### config.mk
export PLATFORM = sky130hd
export DESIGN_NAME = iob_diff_arb_flat
export DESIGN_NICKNAME = d
export VERILOG_FILES = /design/src/rtl/iob_diff_arb_if.sv /design/src/rtl/iob_diff_arb.sv /design/src/flat_wrapper.sv
export SDC_FILE = /design/constraint.sdc
export NUM_CORES = 1
export LEC_CHECK = 0
export BUFFER_PORTS_ARGS = -buffer_cell sky130_fd_sc_hd__buf_4
export CORE_MARGIN = 2
export CORE_UTILIZATION = 52
export DETAILED_ROUTE_END_ITERATION = 10
export PLACE_DENSITY = 0.86
export SLEW_MARGIN = 0
export SYNTH_ARGS = -nofsm -noshare
export SYNTH_HDL_FRONTEND = slang
export SYNTH_SLANG_ARGS = --single-unit
### constraint.sdc
create_clock -name clk -period 5.98 [get_ports clk]
set_clock_uncertainty 0.1 [all_clocks]
set_input_delay 1.196 -clock clk [delete_from_list [all_inputs] [get_ports clk]]
set_output_delay 1.196 -clock clk [all_outputs]
set_load 0.01 [all_outputs]
### src/rtl/iob_diff_arb_if.sv
// Request/response bundle for the shared differentiator: N_CH sample
// sources on the request side, one difference consumer on the output side.
interface iob_diff_arb_if #(
    parameter int DATA_W = 32,
    parameter int N_CH   = 4
);
    localparam int CH_W = $clog2(N_CH);

    logic [N_CH-1:0]        req_valid;
    logic [N_CH*DATA_W-1:0] req_data;
    logic [N_CH-1:0]        req_ready;
    logic                   out_valid;
    logic                   out_ready;
    logic [DATA_W-1:0]      out_data;
    logic [CH_W-1:0]        out_ch;
    logic                   out_first;

    modport slave (
        input  req_valid, req_data, out_ready,
        output req_ready, out_valid, out_data, out_ch, out_first
    );

    modport master (
        output req_valid, req_data, out_ready,
        input  req_ready, out_valid, out_data, out_ch, out_first
    );
endinterface

### src/rtl/iob_diff_arb.sv
// Time-multiplexed differentiator: round-robin grant of one channel per cycle,
// output = granted sample minus that channel's previous sample.
module iob_diff_arb #(
    parameter int DATA_W = 32,
    parameter int N_CH   = 4
) (
    input  logic          clk,
    input  logic          rst,
    input  logic          clr,
    iob_diff_arb_if.slave bus
);
    localparam int CH_W = $clog2(N_CH);

    logic [DATA_W-1:0] hist [N_CH];
    logic [DATA_W-1:0] data_arr [N_CH];
    logic [N_CH-1:0]   first_pend;
    logic [CH_W-1:0]   ptr;

    logic              out_valid_q;
    logic [DATA_W-1:0] out_data_q;
    logic [CH_W-1:0]   out_ch_q;
    logic              out_first_q;

    logic              slot_free;
    logic              found;
    logic              grant_en;
    logic [CH_W-1:0]   gnt;
    logic [CH_W:0]     idx;
    logic [CH_W-1:0]   cidx;
    logic [N_CH-1:0]   ready;

    always_comb begin
        for (int unsigned i = 0; i < N_CH; i++) begin
            data_arr[i] = bus.req_data[i*DATA_W +: DATA_W];
        end
    end

    // Scan ptr, ptr+1, ... wrapping at N_CH; the first valid channel wins.
    always_comb begin
        found = 1'b0;
        gnt   = '0;
        idx   = '0;
        cidx  = '0;
        for (int unsigned k = 0; k < N_CH; k++) begin
            idx = {1'b0, ptr} + (CH_W+1)'(k);
            if (idx >= (CH_W+1)'(N_CH)) begin
                idx = idx - (CH_W+1)'(N_CH);
            end
            cidx = idx[CH_W-1:0];
            if (!found && bus.req_valid[cidx]) begin
                found = 1'b1;
                gnt   = cidx;
            end
        end
    end

    assign slot_free = !out_valid_q || bus.out_ready;
    assign grant_en  = found && slot_free && !clr && !rst;

    always_comb begin
        ready = '0;
        if (grant_en) begin
            ready[gnt] = 1'b1;
        end
    end

    always_ff @(posedge clk or posedge rst) begin
        if (rst) begin
            for (int unsigned i = 0; i < N_CH; i++) begin
                hist[i] <= '0;
            end
            first_pend  <= '1;
            ptr         <= '0;
            out_valid_q <= 1'b0;
            out_data_q  <= '0;
            out_ch_q    <= '0;
            out_first_q <= 1'b0;
        end else begin
            if (clr) begin
                for (int unsigned i = 0; i < N_CH; i++) begin
                    hist[i] <= '0;
                end
                first_pend <= '1;
                ptr        <= '0;
            end else if (grant_en) begin
                hist[gnt]       <= data_arr[gnt];
                first_pend[gnt] <= 1'b0;
                ptr             <= (gnt == CH_W'(N_CH-1)) ? '0 : gnt + 1'b1;
            end

            // Output stage is independent of clr so a pending result still drains.
            if (grant_en) begin
                out_valid_q <= 1'b1;
                out_data_q  <= data_arr[gnt] - hist[gnt];
                out_ch_q    <= gnt;
                out_first_q <= first_pend[gnt];
            end else if (bus.out_ready) begin
                out_valid_q <= 1'b0;
            end
        end
    end

    assign bus.req_ready = ready;
    assign bus.out_valid = out_valid_q;
    assign bus.out_data  = out_data_q;
    assign bus.out_ch    = out_ch_q;
    assign bus.out_first = out_first_q;
endmodule
### src/flat_wrapper.sv
// flat-port wrapper written by rule: the top's interface ports become plain ports
module iob_diff_arb_flat 
#(
    parameter int DATA_W = 32,
    parameter int N_CH   = 4
)
  (clk, rst, clr, bus_req_valid, bus_req_data, bus_out_ready, bus_req_ready, bus_out_valid, bus_out_data, bus_out_ch, bus_out_first);
  iob_diff_arb_if #(.DATA_W(DATA_W), .N_CH(N_CH)) bus_i ();
  input  logic clk;
  input  logic rst;
  input  logic clr;
  input wire logic [$bits(bus_i.req_valid)-1:0] bus_req_valid;
  input wire logic [$bits(bus_i.req_data)-1:0] bus_req_data;
  input wire logic [$bits(bus_i.out_ready)-1:0] bus_out_ready;
  output wire logic [$bits(bus_i.req_ready)-1:0] bus_req_ready;
  output wire logic [$bits(bus_i.out_valid)-1:0] bus_out_valid;
  output wire logic [$bits(bus_i.out_data)-1:0] bus_out_data;
  output wire logic [$bits(bus_i.out_ch)-1:0] bus_out_ch;
  output wire logic [$bits(bus_i.out_first)-1:0] bus_out_first;
  assign bus_i.req_valid = bus_req_valid;
  assign bus_i.req_data = bus_req_data;
  assign bus_i.out_ready = bus_out_ready;
  assign bus_req_ready = bus_i.req_ready;
  assign bus_out_valid = bus_i.out_valid;
  assign bus_out_data = bus_i.out_data;
  assign bus_out_ch = bus_i.out_ch;
  assign bus_out_first = bus_i.out_first;
  iob_diff_arb #(.DATA_W(DATA_W), .N_CH(N_CH)) u_core (.clk(clk), .rst(rst), .clr(clr), .bus(bus_i));
endmodule
==> impl_metrics.py, run 1 <==
metrics = {
    "clocking": {
        "cts_buffers": 17,
        "cts_tree": "done",
        "insertion_delay_ns": 0.44,
        "path_clk_slew_ns": 0.07,
        "cts_sinks": 170,
        "clk_path_buf_depth": 2,
        "root_buffer": "clkbuf_16",
        "postCtsResizedCells": 0,
        "hold_buffers": 0,
        "h-tree-depth": 4,
        "postCtsSetupRepairBufs": 0,
    },
    "global_routing": {
        "grt_pass1_vias": 10187,
        "grt_pass1_wl_um": 51800,
        "top_usage_layer": "met2",
        "grt_max_degree": 137,
        "grt_use_met3": 0.0612,
        "grt_use_met1": 0.416,
        "antenna_found_initial": 0,
        "track_usage": 0.289,
        "grt-ovfl-total": 0,
        "gr-usage-met2": 0.440,
    },
    "placement": {
        "portBuffers": 175,
        "place_ws_ns": 0.147,
        "gp_congestion": 0.934,
        "dp_cells": 1836,
        "dpl-instance-area_mm2": 0.0127,
        "place_hpwl_um": 22000,
    },
    "logic_synthesis": {
        "yosysUniqueCellTypes": 66,
        "netlist_top_cells_count": "nand2_1 (449), dfrtp_1 (166), o21ai_0 (162)",
        "synth_fp_nets": 1626,
        "synth_edf_count": 0,
        "synth_top_area_frac": 0.373,
        "synthTopCellsByArea": "dfrtp_1 (37%), nand2_1 (15%), o21ai_0 (7.3%)",
        "synth_top_area_cell": "dfrtp_1",
        "ys_seq_area_frac": 0.383,
        "synth_seq_cells": 170,
        "async_flop_share": 1.00,
        "synth.most_common_cell": "nand2_1",
        "synth_ff_type": "dfrtp_1",
        "yosysWarnings": 0,
        "netlist_area_mm2": 0.0111,
        "netlist_instances": 1456,
        "syn_area_per_cell_um2": 7.65,
    },
    "floorplanning": {
        "fp.coreArea_mm2": 0.0210,
        "die_h_um": 150,
        "io_pins": 176,
        "initial_core_util": 0.530,
        "die_x_um": 150,
        "dieArea_mm2": 0.0226,
        "fp-row-count": 53,
    },
    "final_layout": {
        "antenna_cells": 0,
        "num-nets-final": 1750,
        "drive_above_1_share": 0.163,
        "stdcell_area_mm2": 0.0133,
        "syn2layout_area_growth_pct": 19.5,
        "stdcell_count": 1868,
    },
    "routing": {
        "drt-vias-per-instance": 5.85,
        "wl_um": 32200,
        "dr.pass1.iters": 5,
        "vias": 10930,
        "drt_iter0_drc": 1198,
        "drcViolationCount": 0,
        "wl_per_cell_um": 17.2,
        "final_antenna_net_count": 0,
    },
    "sta": {
        "slew_viol_final": 0,
        "fmax_mhz": 184,
        "worst_pin_slew_ns": 1.13,
        "fin_tns_setup_ns": 0,
        "setup_ws_ns": 0.544,
        "hold_viol": 0,
        "setup_viol": 0,
        "slew_headroom": 0.247,
        "rsz0062_at_grt": "false",
        "fin_crit_ns": 5.44,
        "post-route-period-util": 0.909,
    },
    "setup_path": {
        "cp.depth": 18,
        "reg2reg_to": "u_core.bus.out_data[28]$_DFFE_PP0P_",
        "crit_path_cell_trace": "buf_4, nor3b_1, a221o_4, buf_4, nand2_1, a31oi_1, inv_1, ha_1, fa_1, nand2b_1, nor3_1, o21ai_0, nand3_1, a2111oi_4, nor4b_1, o311ai_1, and3b_1, o31ai_1",
        "cpMaxStageDelayCell": "nor4b_1",
        "r2r-start": "u_core.ptr[0]$_DFFE_PP0P_",
        "crit_fanout": 48,
        "required_ns": 6.23,
        "crit_buf_inv": 3,
        "worst_ep_arrival_time_ns": 5.68,
        "cpMostUsedCell": "buf_4",
        "crit_family": "simple AND/OR/NAND/NOR gates",
        "rr_worst_depth": 17,
        "startpoint": "bus_req_valid[0]",
        "critical_path_class": "input port to flip-flop",
        "end_kind": "flip-flop",
        "start_kind": "input port",
        "r2r_slack_ns": 0.92,
        "crit_end": "u_core.bus.out_data[28]$_DFFE_PP0P_",
        "crit_path_max_incr_delay_ns": 0.58,
    },
    "power": {
        "powerDensity_mw_per_mm2": 355,
        "leakage_nw": 6.08,
        "ir_worst_vdd_mv": 0.179,
    },
    "worst_hold_path": {
        "hold_path_class": "flip-flop to flip-flop",
        "hold_depth": 2,
    },
    "job": {
        "cap_violations": 0,
    },
    "status": {
        "outcome": "finished, final reports clean",
    },
}
-- metrics by stage --
step           utilization  hold WS [ns]  power [mW]
4_1_cts              0.633         0.386        4.69
5_1_grt              0.633         0.405        4.99
3_5_place_dp         0.604         0.372        3.53
2_1_floorplan            -         0.365        2.77
3_3_place_gp         0.604         0.362        3.49
6_report             0.633         0.379        4.72
-- sequential cells by signal (all words and copies together), names as in the netlist --
register / flops
u_core.ptr: 2
u_core.bus.out_valid: 1
u_core.first_pend: 4
u_core.hist: 128
u_core.bus.out_first: 1
u_core.bus.out_data: 32
u_core.bus.out_ch: 2
-- cell families after synthesis --
kind of cell    synth area share
mux                       0.0245
flops                      0.383
fa+ha+maj                 0.0398
simple gates               0.313
buf+inv                   0.0414
compound gates             0.175
xor+xnor                  0.0244
-- layout make-up --
cell class | instances | area (µm²)
sequential | 170 | 4260
tap | 275 | 344
clock buffer | 19 | 433
timing repair buffer | 206 | 1580
multi-input combinational | 1166 | 6440
fill | 1780 | 7720
inverter | 19 | 77.6
clock inverter | 13 | 165
-- power by group --
| group | internal [mW] | switching [mW] |
|---|---|---|
| Clock | 0.662 | 0.492 |
| Combinational | 0.861 | 1.27 |
| Sequential | 1.32 | 0.110 |
-- layout by cell type (no fill, tap or decap), types with 3 or more instances in the layout --
master | Yosys | layout
o2111ai_1 | 6 | 6
dfrtp_1 | 166 | 166
a21oi_1 | 29 | 29
nor2_1 | 22 | 22
mux2_2 | 3 | 3
nor3_1 | 13 | 13
clkinv_1 | 3 | 3
and2_1 | 5 | 4
o31a_1 | 3 | 3
clkbuf_16 | 0 | 17
nand3b_1 | 8 | 8
or3_1 | 6 | 6
inv_1 | 15 | 13
nand4_1 | 5 | 5
a21o_1 | 26 | 26
o21a_1 | 7 | 7
mux2i_1 | 18 | 18
ha_1 | 33 | 33
a31oi_1 | 36 | 36
clkinv_2 | 1 | 4
nand3_1 | 65 | 65
xor2_1 | 21 | 21
o31ai_1 | 5 | 5
nand2b_1 | 129 | 129
buf_4 | 0 | 203
nand2_1 | 449 | 449
inv_6 | 0 | 5
and3_1 | 37 | 37
o21ai_0 | 162 | 162
nor2b_1 | 8 | 8
bufinv_16 | 0 | 3
buf_12 | 0 | 3
dfstp_2 | 4 | 4
a211oi_1 | 6 | 6
xnor2_1 | 10 | 10
o211ai_1 | 8 | 8
o21bai_1 | 6 | 6
-- tightest hold or removal path: cells and delay by family, from the launching register on --
family           cells  cell delay [ns]
AND/OR/NAND/NOR      2             0.10
flip-flops           1             0.34
-- how the worst min path moves through the flow --
stage                                                   start                                   to
after CTS                 u_core.bus.out_data[18]$_DFFE_PP0P_  u_core.bus.out_data[18]$_DFFE_PP0P_
after detailed placement     u_core.bus.out_ch[0]$_DFFE_PP0P_     u_core.bus.out_ch[0]$_DFFE_PP0P_
after global routing      u_core.bus.out_data[11]$_DFFE_PP0P_  u_core.bus.out_data[11]$_DFFE_PP0P_
after global placement       u_core.bus.out_ch[0]$_DFFE_PP0P_     u_core.bus.out_ch[0]$_DFFE_PP0P_
final                        u_core.bus.out_ch[0]$_DFFE_PP0P_     u_core.bus.out_ch[0]$_DFFE_PP0P_
after floorplan              u_core.first_pend[3]$_DFFE_PP1P_     u_core.first_pend[3]$_DFFE_PP1P_
-- metal layers --
metal / wire length (µm) / up-vias
met5: 0 / -
met4: 618 / 0
met3: 2990 / 45
met2: 14400 / 545
met1: 14200 / 5155
li1: - / 5185
Power figures use the tool's default switching activity.
==> run 2: changes to the inputs <==
ABC_AREA = 1   (was not set)
==> impl_metrics.py, run 2 <==
metrics = {
    "sta": {
        "slew_headroom": 0.325,
        "worst_pin_slew_ns": 1.01,
        "fmax_mhz": 209,
        "post-route-period-util": 0.800,
        "slew_viol_final": 0,
        "fin_tns_setup_ns": 0,
        "fin_crit_ns": 4.79,
        "rsz0062_at_grt": "false",
        "setup_viol": 0,
        "hold_viol": 0,
    },
    "clocking": {
        "cts_buffers": 17,
        "hold_buffers": 0,
        "cts_sinks": 170,
        "postCtsResizedCells": 0,
        "insertion_delay_ns": 0.44,
        "cts_tree": "done",
        "path_clk_slew_ns": 0.06,
        "postCtsSetupRepairBufs": 0,
        "h-tree-depth": 4,
        "root_buffer": "clkbuf_16",
        "clk_path_buf_depth": 2,
    },
    "worst_hold_path": {
        "hold_path_class": "flip-flop to flip-flop",
        "worstHoldStart": "u_core.bus.out_data[3]$_DFFE_PP0P_",
        "hold_depth": 2,
    },
    "placement": {
        "place_hpwl_um": 21900,
        "portBuffers": 175,
        "gp_congestion": 0.975,
    },
    "global_routing": {
        "grt_max_degree": 81,
        "grt-ovfl-total": 0,
        "top_usage_layer": "met2",
        "grt_pass1_wl_um": 52100,
        "grt_pass1_vias": 10473,
        "antenna_found_initial": 0,
        "grt_use_met1": 0.416,
        "gr-usage-met2": 0.454,
        "track_usage": 0.290,
        "grt_use_met3": 0.0520,
    },
    "setup_path": {
        "r2r_slack_ns": 1.29,
        "crit_fanout": 20,
        "startpoint": "bus_req_valid[1]",
        "end_kind": "flip-flop",
        "required_ns": 6.20,
        "r2r-start": "u_core.ptr[0]$_DFFE_PP0P_",
        "worst_ep_arrival_time_ns": 5.01,
        "reg2reg_to": "u_core.bus.out_data[17]$_DFFE_PP0P_",
        "rr_worst_depth": 22,
        "start_kind": "input port",
        "critical_path_class": "input port to flip-flop",
        "crit_end": "u_core.bus.out_data[17]$_DFFE_PP0P_",
    },
    "routing": {
        "wl_per_cell_um": 15.9,
        "drt_iter0_drc": 1004,
        "final_antenna_net_count": 0,
        "vias": 11149,
        "dr.pass1.iters": 6,
        "drcViolationCount": 0,
        "drt-vias-per-instance": 5.64,
        "wl_um": 31500,
    },
    "logic_synthesis": {
        "synth_xor_xnor_area_share": 0.00963,
        "synth-compound-area-share": 0.156,
        "synthTopCellsByArea": "dfrtp_1 (38%), nand2_1 (16%), nand3_1 (8.5%)",
        "yosysUniqueCellTypes": 43,
        "synth.most_common_cell": "nand2_1",
        "synth_seq_cells": 170,
        "synth_ff_type": "dfrtp_1",
        "ys_seq_area_frac": 0.390,
        "synthAdderAreaFrac": 0.0397,
        "netlist_instances": 1560,
        "netlist_area_mm2": 0.0109,
        "synth_top_area_cell": "dfrtp_1",
        "synth_top_family_by_area": "simple AND/OR/NAND/NOR gates",
        "yosys-mux-area-fraction": 0.000917,
        "async_flop_share": 1.00,
        "synth_edf_count": 0,
        "synth_fp_nets": 1730,
        "yosysWarnings": 0,
        "syn_area_per_cell_um2": 7.00,
        "synth-simple-area-share": 0.306,
        "netlist_top_cells_count": "nand2_1 (471), nand3_1 (186), inv_1 (178)",
        "synth_top_area_frac": 0.380,
    },
    "floorplanning": {
        "io_pins": 176,
        "die_x_um": 149,
        "fp-row-count": 53,
        "fp.coreArea_mm2": 0.0208,
        "die_h_um": 149,
        "dieArea_mm2": 0.0222,
        "initial_core_util": 0.524,
    },
    "final_layout": {
        "num-nets-final": 1858,
        "syn2layout_area_growth_pct": 19.3,
        "drive_above_1_share": 0.161,
        "largest_register": "u_core.hist",
        "mostFrequentLayoutCells": "nand2_1 (470), buf_4 (189), nand3_1 (186)",
        "antenna_cells": 0,
        "largest_reg_flops": 128,
        "final_common_cell": "nand2_1",
    },
    "status": {
        "outcome": "finished, final reports clean",
    },
    "job": {
        "cap_violations": 0,
    },
}
-- run 2: through the flow --
stage | setup slack (ns) | hold slack, ns | util | area [µm²] | std cells
2_1_floorplan | 0.0872 | 0.373 | - | 10900 | 1560
3_3_place_gp | 0.973 | 0.372 | 0.595 | 12400 | 1944
3_5_place_dp | 0.868 | 0.372 | 0.595 | 12400 | 1944
4_1_cts | 1.31 | 0.390 | 0.626 | 13000 | 1976
5_1_grt | 0.744 | 0.404 | 0.626 | 13000 | 1976
6_report | 1.19 | 0.384 | 0.626 | 13000 | 1976
-- run 2: cell families (layout without fill, tap and decap cells) --
logic type / Yosys count / after routing
adder cells (fa/ha/maj): 34 / 34
XOR/XNOR: 12 / 12
AND/OR/NAND/NOR: 772 / 772
multiplexers: 1 / 1
flip-flops: 170 / 170
AO/OA/AOI/OAI: 301 / 301
buffers and inverters: 270 / 411
-- run 2: worst min path at each step --
stage	endpoint	slack, ns
after floorplan	u_core.hist[32]$_DFFE_PP0P_	0.37
after global placement	u_core.bus.out_data[20]$_DFFE_PP0P_	0.37
after detailed placement	u_core.bus.out_data[17]$_DFFE_PP0P_	0.37
after CTS	u_core.bus.out_data[17]$_DFFE_PP0P_	0.39
after global routing	u_core.bus.out_data[3]$_DFFE_PP0P_	0.40
final	u_core.bus.out_data[3]$_DFFE_PP0P_	0.38
-- run 2: routing by layer --
layer	vias up	part of all wire
li1	5395	-
met1	5162	0.44
met2	533	0.45
met3	59	0.088
met4	0	0.019
met5	-	0
-- run 2: worst max-delay path: stages --
cell     delay (ns)
buf_4          0.11
inv_1          0.07
nand2_1        0.07
nand3_1        0.12
nand2_1        0.13
nor2_4         0.19
nand3_4        0.22
nand3_4        0.32
inv_2          0.11
nand2_1        0.11
nand2_1        0.05
o21ai_0        0.59
inv_1          0.10
ha_1           0.39
nand2_1        0.12
nor2_1         0.26
nor3b_2        0.34
nand3_1        0.14
nand3_1        0.10
nand2_1        0.05
nand3_1        0.13
nand2_1        0.06
-- run 2: cell type report --
| cell class | count | area (µm²) |
|---|---|---|
| fillers | 1890 | 7790 |
| clock inverters | 12 | 176 |
| well taps | 275 | 344 |
| inverters | 187 | 709 |
| multi-input cells | 1120 | 5590 |
| repair buffers | 192 | 1480 |
| flip-flops and latches | 170 | 4260 |
| clock buffers | 20 | 467 |
Power of run 2 is left out: the tool's default activity adds up to more than one toggle a clock period on the data nets, which glitch-free logic cannot reach.
